`src/rtl/fwd_hazard_unit_pkg.sv`:
```
// Shared RV32I pipeline constants: result-source and forward-select encodings, default widths.
// Latency: none (declarations only).
// Backpressure: not applicable.
package riscv_pipe_pkg;

    localparam int XLEN_DEF = 32;
    localparam int RA_W_DEF = 5;

    // Writeback source selected by result_src; 2'b11 is unused and falls back to the ALU value
    typedef enum logic [1:0] {
        RESULT_ALU = 2'b00,
        RESULT_MEM = 2'b01,
        RESULT_PC4 = 2'b10
    } result_src_e;

    // EX operand mux select
    typedef enum logic [1:0] {
        FWD_RF  = 2'b00,
        FWD_WB  = 2'b01,
        FWD_MEM = 2'b10
    } fwd_sel_e;

endpackage

```
`src/rtl/fwd_hazard_unit_if.sv`:
```
// Bundles the EX/ID/MEM-side inputs and the bypass/writeback/hazard outputs of fwd_hazard_unit.
// Latency: none (wiring only).
// Backpressure: none; the slave side answers with stall/flush controls instead of ready signals.
interface fwd_hazard_unit_if #(
    parameter int XLEN = riscv_pipe_pkg::XLEN_DEF,
    parameter int RA_W = riscv_pipe_pkg::RA_W_DEF
);
    logic            ex_valid_i;
    logic [RA_W-1:0] ex_rd_i;
    logic            ex_reg_write_i;
    logic [1:0]      ex_result_src_i;
    logic [XLEN-1:0] ex_alu_result_i;
    logic [XLEN-1:0] ex_pc_plus4_i;
    logic [RA_W-1:0] ex_rs1_i;
    logic [RA_W-1:0] ex_rs2_i;
    logic [RA_W-1:0] id_rs1_i;
    logic [RA_W-1:0] id_rs2_i;
    logic            ex_pc_src_i;
    logic [XLEN-1:0] mem_rdata_i;

    logic [XLEN-1:0] add_result_o;
    logic [XLEN-1:0] result_o;
    logic [RA_W-1:0] wb_rd_o;
    logic            wb_reg_write_o;
    logic [1:0]      forward_ae_o;
    logic [1:0]      forward_be_o;
    logic            stall_f_o;
    logic            stall_d_o;
    logic            flush_d_o;
    logic            flush_e_o;
    logic [31:0]     stall_cnt_o;
    logic [31:0]     flush_cnt_o;

    modport master (
        output ex_valid_i, ex_rd_i, ex_reg_write_i, ex_result_src_i, ex_alu_result_i,
               ex_pc_plus4_i, ex_rs1_i, ex_rs2_i, id_rs1_i, id_rs2_i, ex_pc_src_i, mem_rdata_i,
        input  add_result_o, result_o, wb_rd_o, wb_reg_write_o, forward_ae_o, forward_be_o,
               stall_f_o, stall_d_o, flush_d_o, flush_e_o, stall_cnt_o, flush_cnt_o
    );

    modport slave (
        input  ex_valid_i, ex_rd_i, ex_reg_write_i, ex_result_src_i, ex_alu_result_i,
               ex_pc_plus4_i, ex_rs1_i, ex_rs2_i, id_rs1_i, id_rs2_i, ex_pc_src_i, mem_rdata_i,
        output add_result_o, result_o, wb_rd_o, wb_reg_write_o, forward_ae_o, forward_be_o,
               stall_f_o, stall_d_o, flush_d_o, flush_e_o, stall_cnt_o, flush_cnt_o
    );
endinterface

```
`src/rtl/fwd_hazard_unit_hazard_detect.sv`:
```
// Load-use and taken-branch hazard detection producing IF/ID stalls and ID/EX flushes.
// Latency: purely combinational, same cycle as the EX/ID inputs.
// Backpressure: is itself the backpressure source; a load-use holds IF/ID for one cycle.
module hazard_detect
    import riscv_pipe_pkg::*;
#(
    parameter int RA_W = RA_W_DEF
) (
    input  logic            ex_valid,
    input  logic            ex_reg_write,
    input  logic [1:0]      ex_result_src,
    input  logic [RA_W-1:0] ex_rd,
    input  logic [RA_W-1:0] id_rs1,
    input  logic [RA_W-1:0] id_rs2,
    input  logic            ex_pc_src,
    output logic            stall_f,
    output logic            stall_d,
    output logic            flush_d,
    output logic            flush_e
);

    logic lw_stall;

    // A load in EX whose destination is read in ID cannot be bypassed in time: hold ID, bubble EX.
    // Stall and branch flush may coincide; the IF-ID register owner gives the flush priority.
    always_comb begin
        lw_stall = ex_valid && ex_reg_write && (ex_result_src == RESULT_MEM) &&
                   (ex_rd != '0) && ((ex_rd == id_rs1) || (ex_rd == id_rs2));
        stall_f  = lw_stall;
        stall_d  = lw_stall;
        flush_d  = ex_pc_src;
        flush_e  = lw_stall || ex_pc_src;
    end

endmodule

```
`src/rtl/fwd_hazard_unit.sv`:
```
// EX/MEM and MEM/WB pipeline registers, EX operand forward selects and hazard controls; FWD_PERF_CNT_EN adds stall/flush counters.
// Latency: MEM one cycle after EX, WB two cycles; forward selects, stalls and flushes combinational.
// Backpressure: none accepted; hazards are resolved by driving stall/flush to IF/ID/EX.
module fwd_hazard_unit
    import riscv_pipe_pkg::*;
#(
    parameter int XLEN = XLEN_DEF,
    parameter int RA_W = RA_W_DEF
) (
    input  logic           clk,
    input  logic           rst_n,
    fwd_hazard_unit_if.slave bus
);

    typedef struct packed {
        logic [RA_W-1:0] rd;
        logic            reg_write;
        logic [1:0]      result_src;
        logic [XLEN-1:0] alu_result;
        logic [XLEN-1:0] pc_plus4;
    } mem_reg_t;

    typedef struct packed {
        logic [RA_W-1:0] rd;
        logic            reg_write;
        logic [1:0]      result_src;
        logic [XLEN-1:0] alu_result;
        logic [XLEN-1:0] pc_plus4;
        logic [XLEN-1:0] rdata;
    } wb_reg_t;

    mem_reg_t mem_q;
    wb_reg_t  wb_q;
    logic     stall_d;
    logic     flush_e;

    // Highest-priority match first: the MEM value is newer than WB; x0 is never forwarded.
    function automatic logic [1:0] fwd_sel(input logic [RA_W-1:0] rs,
                                           input logic mem_we, input logic [RA_W-1:0] mem_rd,
                                           input logic wb_we,  input logic [RA_W-1:0] wb_rd);
        if (mem_we && (mem_rd != '0) && (mem_rd == rs))
            return FWD_MEM;
        else if (wb_we && (wb_rd != '0) && (wb_rd == rs))
            return FWD_WB;
        else
            return FWD_RF;
    endfunction

    // Advance EX -> MEM -> WB every cycle; a bubble in EX must never reach the register file.
    always_ff @(posedge clk or negedge rst_n) begin
        if (!rst_n) begin
            mem_q <= '0;
            wb_q  <= '0;
        end else begin
            mem_q.rd         <= bus.ex_rd_i;
            mem_q.reg_write  <= bus.ex_reg_write_i && bus.ex_valid_i;
            mem_q.result_src <= bus.ex_result_src_i;
            mem_q.alu_result <= bus.ex_alu_result_i;
            mem_q.pc_plus4   <= bus.ex_pc_plus4_i;
            wb_q.rd          <= mem_q.rd;
            wb_q.reg_write   <= mem_q.reg_write;
            wb_q.result_src  <= mem_q.result_src;
            wb_q.alu_result  <= mem_q.alu_result;
            wb_q.pc_plus4    <= mem_q.pc_plus4;
            wb_q.rdata       <= bus.mem_rdata_i;
        end
    end

    // MEM bypass carries the link address for JAL/JALR; a load here is never selected, so no rdata path.
    assign bus.add_result_o = (mem_q.result_src == RESULT_PC4) ? mem_q.pc_plus4 : mem_q.alu_result;

    // Writeback result mux; the unused encoding falls back to the ALU value.
    always_comb begin
        bus.result_o = wb_q.alu_result;
        case (wb_q.result_src)
            RESULT_MEM: bus.result_o = wb_q.rdata;
            RESULT_PC4: bus.result_o = wb_q.pc_plus4;
            default:    bus.result_o = wb_q.alu_result;
        endcase
    end

    assign bus.wb_rd_o        = wb_q.rd;
    assign bus.wb_reg_write_o = wb_q.reg_write;

    // Operand forward selects for the EX muxes.
    always_comb begin
        bus.forward_ae_o = fwd_sel(bus.ex_rs1_i, mem_q.reg_write, mem_q.rd, wb_q.reg_write, wb_q.rd);
        bus.forward_be_o = fwd_sel(bus.ex_rs2_i, mem_q.reg_write, mem_q.rd, wb_q.reg_write, wb_q.rd);
    end

    hazard_detect #(.RA_W(RA_W)) u_hazard_detect (
        .ex_valid      (bus.ex_valid_i),
        .ex_reg_write  (bus.ex_reg_write_i),
        .ex_result_src (bus.ex_result_src_i),
        .ex_rd         (bus.ex_rd_i),
        .id_rs1        (bus.id_rs1_i),
        .id_rs2        (bus.id_rs2_i),
        .ex_pc_src     (bus.ex_pc_src_i),
        .stall_f       (bus.stall_f_o),
        .stall_d       (stall_d),
        .flush_d       (bus.flush_d_o),
        .flush_e       (flush_e)
    );

    assign bus.stall_d_o = stall_d;
    assign bus.flush_e_o = flush_e;

`ifdef FWD_PERF_CNT_EN
    logic [31:0] stall_cnt_q;
    logic [31:0] flush_cnt_q;

    // Free-running event counters; they wrap silently at 2^32.
    always_ff @(posedge clk or negedge rst_n) begin
        if (!rst_n) begin
            stall_cnt_q <= '0;
            flush_cnt_q <= '0;
        end else begin
            if (stall_d) stall_cnt_q <= stall_cnt_q + 32'd1;
            if (flush_e) flush_cnt_q <= flush_cnt_q + 32'd1;
        end
    end

    assign bus.stall_cnt_o = stall_cnt_q;
    assign bus.flush_cnt_o = flush_cnt_q;
`else
    assign bus.stall_cnt_o = '0;
    assign bus.flush_cnt_o = '0;
`endif

endmodule

```
`src/flat_wrapper.sv`:
```
// flat-port wrapper written by rule: the top's interface ports become plain ports
module fwd_hazard_unit_flat import riscv_pipe_pkg::*;
#(
    parameter int XLEN = XLEN_DEF,
    parameter int RA_W = RA_W_DEF
)
  (clk, rst_n, bus_ex_valid_i, bus_ex_rd_i, bus_ex_reg_write_i, bus_ex_result_src_i, bus_ex_alu_result_i, bus_ex_pc_plus4_i, bus_ex_rs1_i, bus_ex_rs2_i, bus_id_rs1_i, bus_id_rs2_i, bus_ex_pc_src_i, bus_mem_rdata_i, bus_add_result_o, bus_result_o, bus_wb_rd_o, bus_wb_reg_write_o, bus_forward_ae_o, bus_forward_be_o, bus_stall_f_o, bus_stall_d_o, bus_flush_d_o, bus_flush_e_o, bus_stall_cnt_o, bus_flush_cnt_o);
  fwd_hazard_unit_if #(.XLEN(XLEN), .RA_W(RA_W)) bus_i ();
  input  logic clk;
  input  logic rst_n;
  input wire logic [$bits(bus_i.ex_valid_i)-1:0] bus_ex_valid_i;
  input wire logic [$bits(bus_i.ex_rd_i)-1:0] bus_ex_rd_i;
  input wire logic [$bits(bus_i.ex_reg_write_i)-1:0] bus_ex_reg_write_i;
  input wire logic [$bits(bus_i.ex_result_src_i)-1:0] bus_ex_result_src_i;
  input wire logic [$bits(bus_i.ex_alu_result_i)-1:0] bus_ex_alu_result_i;
  input wire logic [$bits(bus_i.ex_pc_plus4_i)-1:0] bus_ex_pc_plus4_i;
  input wire logic [$bits(bus_i.ex_rs1_i)-1:0] bus_ex_rs1_i;
  input wire logic [$bits(bus_i.ex_rs2_i)-1:0] bus_ex_rs2_i;
  input wire logic [$bits(bus_i.id_rs1_i)-1:0] bus_id_rs1_i;
  input wire logic [$bits(bus_i.id_rs2_i)-1:0] bus_id_rs2_i;
  input wire logic [$bits(bus_i.ex_pc_src_i)-1:0] bus_ex_pc_src_i;
  input wire logic [$bits(bus_i.mem_rdata_i)-1:0] bus_mem_rdata_i;
  output wire logic [$bits(bus_i.add_result_o)-1:0] bus_add_result_o;
  output wire logic [$bits(bus_i.result_o)-1:0] bus_result_o;
  output wire logic [$bits(bus_i.wb_rd_o)-1:0] bus_wb_rd_o;
  output wire logic [$bits(bus_i.wb_reg_write_o)-1:0] bus_wb_reg_write_o;
  output wire logic [$bits(bus_i.forward_ae_o)-1:0] bus_forward_ae_o;
  output wire logic [$bits(bus_i.forward_be_o)-1:0] bus_forward_be_o;
  output wire logic [$bits(bus_i.stall_f_o)-1:0] bus_stall_f_o;
  output wire logic [$bits(bus_i.stall_d_o)-1:0] bus_stall_d_o;
  output wire logic [$bits(bus_i.flush_d_o)-1:0] bus_flush_d_o;
  output wire logic [$bits(bus_i.flush_e_o)-1:0] bus_flush_e_o;
  output wire logic [$bits(bus_i.stall_cnt_o)-1:0] bus_stall_cnt_o;
  output wire logic [$bits(bus_i.flush_cnt_o)-1:0] bus_flush_cnt_o;
  assign bus_i.ex_valid_i = bus_ex_valid_i;
  assign bus_i.ex_rd_i = bus_ex_rd_i;
  assign bus_i.ex_reg_write_i = bus_ex_reg_write_i;
  assign bus_i.ex_result_src_i = bus_ex_result_src_i;
  assign bus_i.ex_alu_result_i = bus_ex_alu_result_i;
  assign bus_i.ex_pc_plus4_i = bus_ex_pc_plus4_i;
  assign bus_i.ex_rs1_i = bus_ex_rs1_i;
  assign bus_i.ex_rs2_i = bus_ex_rs2_i;
  assign bus_i.id_rs1_i = bus_id_rs1_i;
  assign bus_i.id_rs2_i = bus_id_rs2_i;
  assign bus_i.ex_pc_src_i = bus_ex_pc_src_i;
  assign bus_i.mem_rdata_i = bus_mem_rdata_i;
  assign bus_add_result_o = bus_i.add_result_o;
  assign bus_result_o = bus_i.result_o;
  assign bus_wb_rd_o = bus_i.wb_rd_o;
  assign bus_wb_reg_write_o = bus_i.wb_reg_write_o;
  assign bus_forward_ae_o = bus_i.forward_ae_o;
  assign bus_forward_be_o = bus_i.forward_be_o;
  assign bus_stall_f_o = bus_i.stall_f_o;
  assign bus_stall_d_o = bus_i.stall_d_o;
  assign bus_flush_d_o = bus_i.flush_d_o;
  assign bus_flush_e_o = bus_i.flush_e_o;
  assign bus_stall_cnt_o = bus_i.stall_cnt_o;
  assign bus_flush_cnt_o = bus_i.flush_cnt_o;
  fwd_hazard_unit #(.XLEN(XLEN), .RA_W(RA_W)) u_core (.clk(clk), .rst_n(rst_n), .bus(bus_i));
endmodule
```
`config.mk`:
```
export PLATFORM = sky130hd
export DESIGN_NAME = fwd_hazard_unit_flat
export DESIGN_NICKNAME = d
export VERILOG_FILES = /design/src/rtl/fwd_hazard_unit_pkg.sv /design/src/rtl/fwd_hazard_unit_if.sv /design/src/rtl/fwd_hazard_unit_hazard_detect.sv /design/src/rtl/fwd_hazard_unit.sv /design/src/flat_wrapper.sv
export SDC_FILE = /design/constraint.sdc
export NUM_CORES = 1
export LEC_CHECK = 0
export BUFFER_PORTS_ARGS = -buffer_cell sky130_fd_sc_hd__buf_2
export CAP_MARGIN = 20
export CORE_MARGIN = 5
export CORE_UTILIZATION = 23
export CTS_CLUSTER_DIAMETER = 120
export DETAILED_ROUTE_END_ITERATION = 7
export HOLD_SLACK_MARGIN = 0.06
export RECOVER_POWER = 50
export SYNTH_ARGS = -nofsm -noshare
export SYNTH_HDL_FRONTEND = slang
export SYNTH_SLANG_ARGS = --single-unit
```
`constraint.sdc`:
```
create_clock -name clk -period 3 [get_ports clk]
set_input_delay 0 -clock clk [delete_from_list [all_inputs] [get_ports clk]]
set_output_delay 0 -clock clk [all_outputs]
set_load 0.1 [all_outputs]
```
==> flow_summary.ini, run 1 <==
[cells_and_area]
nets = 895
stdcell_count = 1150
area_growth_pct = 46.7
final_cell_mix = buf_2 (184), dfrtp_1 (176), dlygate4sd3_1 (106)
drive_above_1_share_pct = 34.2
nFillCells = 2616
n_antenna_cell = 0
final_common_cell = buf_2

[timing]
fmax_mhz = 385
rsz0062_at_grt = false
finalClockSkew_ns = 0.0114
layout_min_cycle_time_ns = 2.60
drv_slew = 0
relSlewSlack_pct = 9.26
setup_viol = 0
hold_violations = 0
finalSetupTns_ns = 0
tightest_slew_ns = 1.36
post-route-period-util_pct = 86.6

[synthesis]
synth-edff-count = 0
netlist_instances = 452
synth_warnings = 0
synthArstFlopShare_pct = 100
synth_cell_types = 26
synth_area_sq_um = 6350
avgSynthCellArea_sq_um = 14.0
ys_ff_latch = 176
synth_seq_area_share_pct = 69.4
synth_flop_cell = dfrtp_1

[clocking]
cts_root_buf = clkbuf_16
path_clk_slew_ns = 0.09
clock_sinks = 176
cts_buffers = 17
htreeDepth = 4
cts_resized = 0
cts_tree = built
clk_latency_ns = 0.43
cts_buffer_depth = 2
ctsHoldBuffers = 106
cts_setup_buffers = 0

[floorplanning]
core_sq_um = 27100
die-height_microns = 176
die-area_sq_um = 31000
initial_utilization_pct = 23.4
rows = 60
io_pins = 270
die_x_microns = 176

[setup_path]
startpoint_type = flip-flop
crit_cells = 6
cp_data_required_time_ns = 3.00
crit_chain = inv_1, ha_2, buf_12, nand2_1, o21ai_0, buf_2
endpoint_kind = output port
crit_buf_inv = 3
path_class = reg -> out
crit_slowest_cell = ha_2
critical_path.top_delay_family = buffers and inverters
r2r_start = u_core.mem_q[64]
cp.arrival_ns = 2.60
crit_start = u_core.wb_q[96]
worst-path-max-fanout = 40
r2r_cells = 0
critical_path.max_stage_delay_ns = 0.66

[routing]
drtIter0Drc = 70
vias = 4326
vias_per_cell = 3.76
first_pass_iters = 4
drc_errors = 0
ant_nets = 0
drt-total-wl_microns = 17300
routedWlPerCell_microns = 15.0

[pwr]
cellLeakagePower_nw = 4.32
power_density_nw_per_um2 = 695
vdd_drop_max_uv = 366

[grt]
groute.usage.overall_pct = 11.2
grt_pass1_wl_microns = 26500
grt_pass1_vias = 4789
grt_max_degree = 79
grtUsageMet1_pct = 12.4
use_met2_pct = 20.2
grt_overflow = 0
antenna_found_initial = 0
met3_usage_pct = 3.85
top_usage_layer = met2

[place]
dp_cells = 1012
io_buffer_count = 205
dp_hpwl_microns = 11600
place_congestion = 0.770

[worst_hold_path]
hp-start = bus_mem_rdata_i[0]
min_path_type = in -> reg
holdPathStages = 2

[flow_run]
cap_violations = 0

[status]
status = finished, final reports clean
[logic make-up after synthesis]
kind of cell / Yosys count / share of synthesized area, %
other: 1 / 0.0591
AND/OR/NAND/NOR: 52 / 3.96
buffers and inverters: 91 / 9.64
XOR/XNOR: 30 / 4.14
flip-flops: 176 / 69.4
AO/OA/AOI/OAI: 68 / 6.76
multiplexers: 32 / 5.68
adder cells (fa/ha/maj): 2 / 0.394
[worst paths after layout]
| path | end | slack, ns |
|---|---|---|
| max | bus_result_o[27] | 0.40 |
| min reg2reg | u_core.wb_q[46] | 0.37 |
| max reg2reg | u_core.wb_q[96] | 2.40 |
| min in group asynchronous | u_core.mem_q[63] | 0.41 |
| max in group asynchronous | u_core.wb_q[52] | 1.32 |
| min | u_core.wb_q[0] | 0.20 |
[state kept, by name, summed over array words and instances, names as in the netlist]
register and cells:
u_core.bus.wb_rd_o 5, u_core.bus.wb_reg_write_o 1, u_core.mem_q 72, u_core.wb_q 98
[cell usage after synthesis (all sizes together) (3+ instances only)]
cell type	instances	area share, %
dfrtp	176	69
a22oi	33	3.9
nor3	3	0.24
o21ai	34	2.7
inv	3	0.18
nor2	3	0.18
nor4	4	0.59
clkbuf	14	0.83
nand2	32	1.9
buf	74	8.6
or4	5	0.59
xor2	24	3.3
xnor2	6	0.83
mux2	32	5.7
[metrics by stage]
| step | area [sq um] | power, W | setup WS [ns] | hold slack, ns | utilization [%] |
|---|---|---|---|---|---|
| floorplan | 6640 | 0.00383 | -0.145 | -0.296 | - |
| global placement | 7640 | 0.00407 | 0.789 | -0.0118 | 28.2 |
| detailed placement | 7640 | 0.00408 | 0.762 | -0.0109 | 28.2 |
| CTS | 9340 | 0.00656 | 0.282 | 0.0840 | 34.5 |
| global route | 9310 | 0.00674 | 0.191 | 0.180 | 34.4 |
| finish | 9310 | 0.00647 | 0.403 | 0.199 | 34.4 |
[layout make-up]
type / count / area, sq um / area share [%]
timing repair buffer: 319 / 2160 / 23.2
sequential: 176 / 4400 / 47.3
clock buffer: 17 / 425 / 4.57
multi-input combinational: 248 / 1630 / 17.5
tap: 372 / 465 / 5.00
clock inverter: 15 / 211 / 2.27
inverter: 3 / 11.3 / 0.121
[power by group]
group          internal, W  switching (W)
combinational     0.000306        0.00128
clock              0.00117        0.00117
sequential         0.00249      0.0000538
total              0.00397        0.00250
[metal layers]
layer | share of wire (%) | up-vias
met5 | 0 | -
met4 | 2.2 | 0
met3 | 7.3 | 23
met2 | 52 | 192
met1 | 39 | 2094
li1 | - | 2017
Note: power is estimated with default switching activity, not from simulation.
==> run 2, diff against run 1 <==
--- a/config.mk
+++ b/config.mk
@@ -6,10 +6,9 @@
 export NUM_CORES = 1
 export LEC_CHECK = 0
 export BUFFER_PORTS_ARGS = -buffer_cell sky130_fd_sc_hd__buf_2
-export CAP_MARGIN = 20
 export CORE_MARGIN = 5
 export CORE_UTILIZATION = 23
-export CTS_CLUSTER_DIAMETER = 120
+export CTS_CLUSTER_DIAMETER = 50
 export DETAILED_ROUTE_END_ITERATION = 7
 export HOLD_SLACK_MARGIN = 0.06
 export RECOVER_POWER = 50
==> constraint.sdc (replaced) <==
create_clock -name clk -period 3 [get_ports clk]
set_input_delay 0 -clock clk [delete_from_list [all_inputs] [get_ports clk]]
set_output_delay 0 -clock clk [all_outputs]
set_load 0.005 [all_outputs]
==> run 2 against run 1 <==
Compared with the run above: the flow now finishes with violations (max-capacitance violations, max-slew violations); non-clock buffer count unchanged; fmax is 19% higher; via count is 0.16% higher; flip-flop and latch count is the same; cell area fell by 0.48%; final cell count barely moved; sequential share of layout area is 0.23 points higher; setup slack improved by 0.41 ns; critical path depth did not move; total power fell by 16%; combinational power is 63% lower.
==> flow_summary.ini, run 2 (same netlist as run 1, synthesis figures left out) <==
[status]
violations = max-capacitance violations, max-slew violations
status = finished with violations

[timing]
rsz0062_at_grt = false
post-route-period-util_pct = 72.9
setup_viol = 0
layout_min_cycle_time_ns = 2.19
finalSetupTns_ns = 0
tightest_slew_ns = 2.08
fmax_mhz = 458
finalClockSkew_ns = 0.0145
worst_slack_ns = 0.814
relSlewSlack_pct = -38.4
hold_violations = 0
hold_ws_ns = 0.207
drv_slew = 83

[floorplanning]
die_x_microns = 176
die-area_sq_um = 31000
rows = 60
die-height_microns = 176
core_sq_um = 27100
initial_utilization_pct = 23.4
io_pins = 270

[pwr]
power_w = 0.00545
vdd_drop_max_uv = 413
cellLeakagePower_nw = 4.32
power_density_nw_per_um2 = 588

[grt]
grt_max_degree = 84
antenna_found_initial = 1
grt_overflow = 0
grtUsageMet1_pct = 12.8
grt_pass1_vias = 4751
use_met2_pct = 19.3
grt_pass1_wl_microns = 26100
groute.usage.overall_pct = 11.0
top_usage_layer = met2
met3_usage_pct = 3.85

[cells_and_area]
drive_above_1_share_pct = 34.3
final_util_pct = 34.2
nets = 895
final_common_cell = buf_2
final_cell_mix = buf_2 (189), dfrtp_1 (176), dlygate4sd3_1 (106)
regMostFlops = u_core.wb_q
largest_reg_flops = 98
area_growth_pct = 46.0

[setup_path]
cp.arrival_ns = 2.19
startpoint_type = flip-flop
worst-path-max-fanout = 21
endpoint_kind = output port
cp_data_required_time_ns = 3.00
path_class = reg -> out

[place]
io_buffer_count = 205
pre_cts_slack_ns = 1.22
place_congestion = 0.800
dp_hpwl_microns = 12200

[clocking]
cts_buffers = 17
cts_tree = built
clock_sinks = 176
cts_setup_buffers = 0
cts_buffer_depth = 2
cts_root_buf = clkbuf_16
htreeDepth = 4
clk_latency_ns = 0.42
path_clk_slew_ns = 0.09

[routing]
drtIter0Drc = 121
first_pass_iters = 5
drt-total-wl_microns = 17200
vias_per_cell = 3.76
vias = 4333
routedWlPerCell_microns = 14.9
ant_nets = 0
drc_errors = 0

[worst_hold_path]
min_path_type = in -> reg

[flow_run]
cap_violations = 1
run 2: changes by cell type in the layout (fill, tap and decap cells not counted), sizes merged:
cell	before	now
diode	0	1
inv	13	12
clkbuf	38	33
buf	192	197
clkinv	5	6
run 2: through the flow:
step                cells  instance area [sq um]
finish               1151                   9270
global route         1151                   9270
CTS                  1150                   9290
detailed placement   1012                   7590
global placement     1012                   7590
floorplan             515                   6590
run 2: power by group:
| part | leakage [nW] | switching (W) | internal (W) | total [W] |
|---|---|---|---|---|
| logic | 1.96 | 0.000287 | 0.000303 | 0.000590 |
| clock network | 0.306 | 0.00114 | 0.00117 | 0.00231 |
| registers | 2.05 | 0.0000554 | 0.00249 | 0.00255 |
run 2: path summary, 6_finish.rpt:
check                                           start  cells after the start                     to  slack, ns
worst max-delay path                  u_core.wb_q[97]                      6       bus_result_o[11]       0.81
worst min-delay path            bus_ex_pc_plus4_i[29]                      2       u_core.mem_q[29]       0.21
worst max register to register       u_core.mem_q[68]                      0  u_core.bus.wb_rd_o[1]       2.41
worst min register to register       u_core.mem_q[55]                      0        u_core.wb_q[87]       0.37
max in group asynchronous                       rst_n                      3        u_core.wb_q[22]       0.91
min in group asynchronous                       rst_n                      2       u_core.mem_q[26]       0.68
run 2: layout make-up:
| class | instances | area, sq um |
|---|---|---|
| sequential | 176 | 4400 |
| fill | 2646 | 17800 |
| antenna | 1 | 2.50 |
| tap | 372 | 465 |
| multi-input combinational | 248 | 1580 |
| clock buffer | 17 | 425 |
| inverter | 3 | 11.3 |
| timing repair buffer | 319 | 2170 |
| clock inverter | 15 | 211 |
run 2: what timing repair did:
action | in CTS | in global routing
resized for setup | 0 | 0
endpoints found under the hold margin | 184 | 0
hold buffers | 106 | 0
run 2: critical path: stages (launching register included):
cell	delay, ns
dfrtp_1	0.39
inv_1	0.06
ha_2	0.54
buf_4	0.32
a22oi_1	0.08
o21ai_0	0.21
buf_2	0.16
run 2: routing by layer:
| metal | wire length (microns) | up-vias |
|---|---|---|
| met2 | 8760 | 194 |
| met1 | 6850 | 2112 |
| met3 | 1350 | 15 |
| met5 | 0 | - |
| met4 | 195 | 0 |
| li1 | - | 2012 |
==> run 3, diff against run 2 <==
==> constraint.sdc (replaced) <==
create_clock -name clk -period 2.2 [get_ports clk]
set_input_delay 0 -clock clk [delete_from_list [all_inputs] [get_ports clk]]
set_output_delay 0 -clock clk [all_outputs]
set_load 0.005 [all_outputs]
==> run 3 against run 2 <==
Compared with the run above: the flow now finishes without violations; clock-buffer cell count unchanged; cell area rose by 0.41%; routed wire length rose by 1.6%; core utilization grew 0.14 points; highest routed layer unchanged.
==> flow_summary.ini, run 3 (same netlist as run 1, synthesis figures left out) <==
[flow_run]
cap_violations = 0

[clocking]
htreeDepth = 4
clk_latency_ns = 0.42
cts_setup_buffers = 0
cts_root_buf = clkbuf_16
path_clk_slew_ns = 0.09
clock_sinks = 176
cts_buffer_depth = 2
cts_tree = built
cts_buffers = 17

[timing]
post-route-period-util_pct = 93.6
drv_slew = 0
hold_violations = 0
tightest_slew_ns = 1.43
setup_viol = 0
rsz0062_at_grt = false
worst_slack_ns = 0.142
finalSetupTns_ns = 0
layout_min_cycle_time_ns = 2.06
relSlewSlack_pct = 4.49
fmax_mhz = 486
finalClockSkew_ns = 0.00515

[floorplanning]
die_x_microns = 176
initial_utilization_pct = 23.4
rows = 60
io_pins = 270
die-height_microns = 176
die-area_sq_um = 31000
core_sq_um = 27100

[grt]
grt_pass1_vias = 4852
antenna_found_initial = 0
groute.usage.overall_pct = 11.3
grt_pass1_wl_microns = 26500
grt_max_degree = 76
grt_overflow = 0

[routing]
drc_errors = 0
ant_nets = 0
vias = 4371
vias_per_cell = 3.78
drt-total-wl_microns = 17400
drtIter0Drc = 114
routedWlPerCell_microns = 15.1
first_pass_iters = 5

[place]
dp_hpwl_microns = 11800
pre_cts_slack_ns = 0.556
place_congestion = 0.799
io_buffer_count = 205

[setup_path]
startpoint_type = flip-flop
cp_data_required_time_ns = 2.20
r2r_cells = 0
endpoint_kind = output port
path_class = reg -> out
worst-path-max-fanout = 20
cp.arrival_ns = 2.06

[cells_and_area]
largest_reg_flops = 98
nets = 901
final_common_cell = buf_2
drive_above_1_share_pct = 34.2
area_growth_pct = 46.6
n_antenna_cell = 0
final_cell_mix = buf_2 (189), dfrtp_1 (176), dlygate4sd3_1 (107)
regMostFlops = u_core.wb_q

[pwr]
power_density_nw_per_um2 = 808
vdd_drop_max_uv = 450
cellLeakagePower_nw = 4.34

[worst_hold_path]
min_path_type = in -> reg
holdPathStages = 2

[status]
status = finished, final reports clean
run 3: path summary, 6_finish.rpt:
kind	start	endpoint	slack (ns)
min reg2reg	u_core.mem_q[40]	u_core.wb_q[72]	0.37
max reg2reg	u_core.mem_q[68]	u_core.bus.wb_rd_o[1]	1.60
min in group asynchronous	rst_n	u_core.mem_q[46]	0.36
max in group asynchronous	rst_n	u_core.wb_q[44]	0.60
min	bus_ex_alu_result_i[31]	u_core.mem_q[63]	0.20
max	u_core.wb_q[96]	bus_result_o[14]	0.14
run 3: layer usage:
layer  global-route usage [%]  part of all wire (%)  routed length (microns)
met1                     13.0                    40                     6930
met2                     20.0                    51                     8880
met3                     3.73                   8.0                     1390
met4                     3.31                   1.4                      237
met5                        0                     0                        0
run 3: power breakdown:
part	switching, W	internal [W]
registers	0.0000741	0.00340
logic	0.000398	0.000411
clock network	0.00161	0.00163
total	0.00209	0.00543
run 3: worst max-delay path, stage by stage (launching register included):
cell	delay (ns)
dfrtp_1	0.39
inv_1	0.06
ha_2	0.17
buf_4	0.31
a22oi_1	0.14
o21ai_0	0.36
buf_2	0.20
run 3: final cells by class:
| class | count | area, sq um |
|---|---|---|
| Multi-Input combinational cell | 248 | 1580 |
| Inverter | 3 | 11.3 |
| Tap cell | 372 | 465 |
| Sequential cell | 176 | 4400 |
| Timing Repair Buffer | 325 | 2190 |
| Fill cell | 2655 | 17800 |
| Clock buffer | 17 | 425 |
| Clock inverter | 15 | 229 |
run 3: through the flow:
step | cell area [sq um] | utilization, % | cells | power (W) | hold WS, ns
2_1_floorplan | 6590 | - | 515 | 0.00386 | -0.296
5_1_grt | 9310 | 34.3 | 1156 | 0.00790 | 0.166
4_1_cts | 9360 | 34.5 | 1156 | 0.00768 | 0.128
3_3_place_gp | 7610 | 28.1 | 1016 | 0.00420 | -0.0290
3_5_place_dp | 7610 | 28.1 | 1016 | 0.00421 | -0.0259
6_report | 9310 | 34.3 | 1156 | 0.00752 | 0.198
run 3: timing repair:
item,CTS,global route
resized for setup,0,0
endpoints found under the hold margin,280,0
hold buffers,108,0
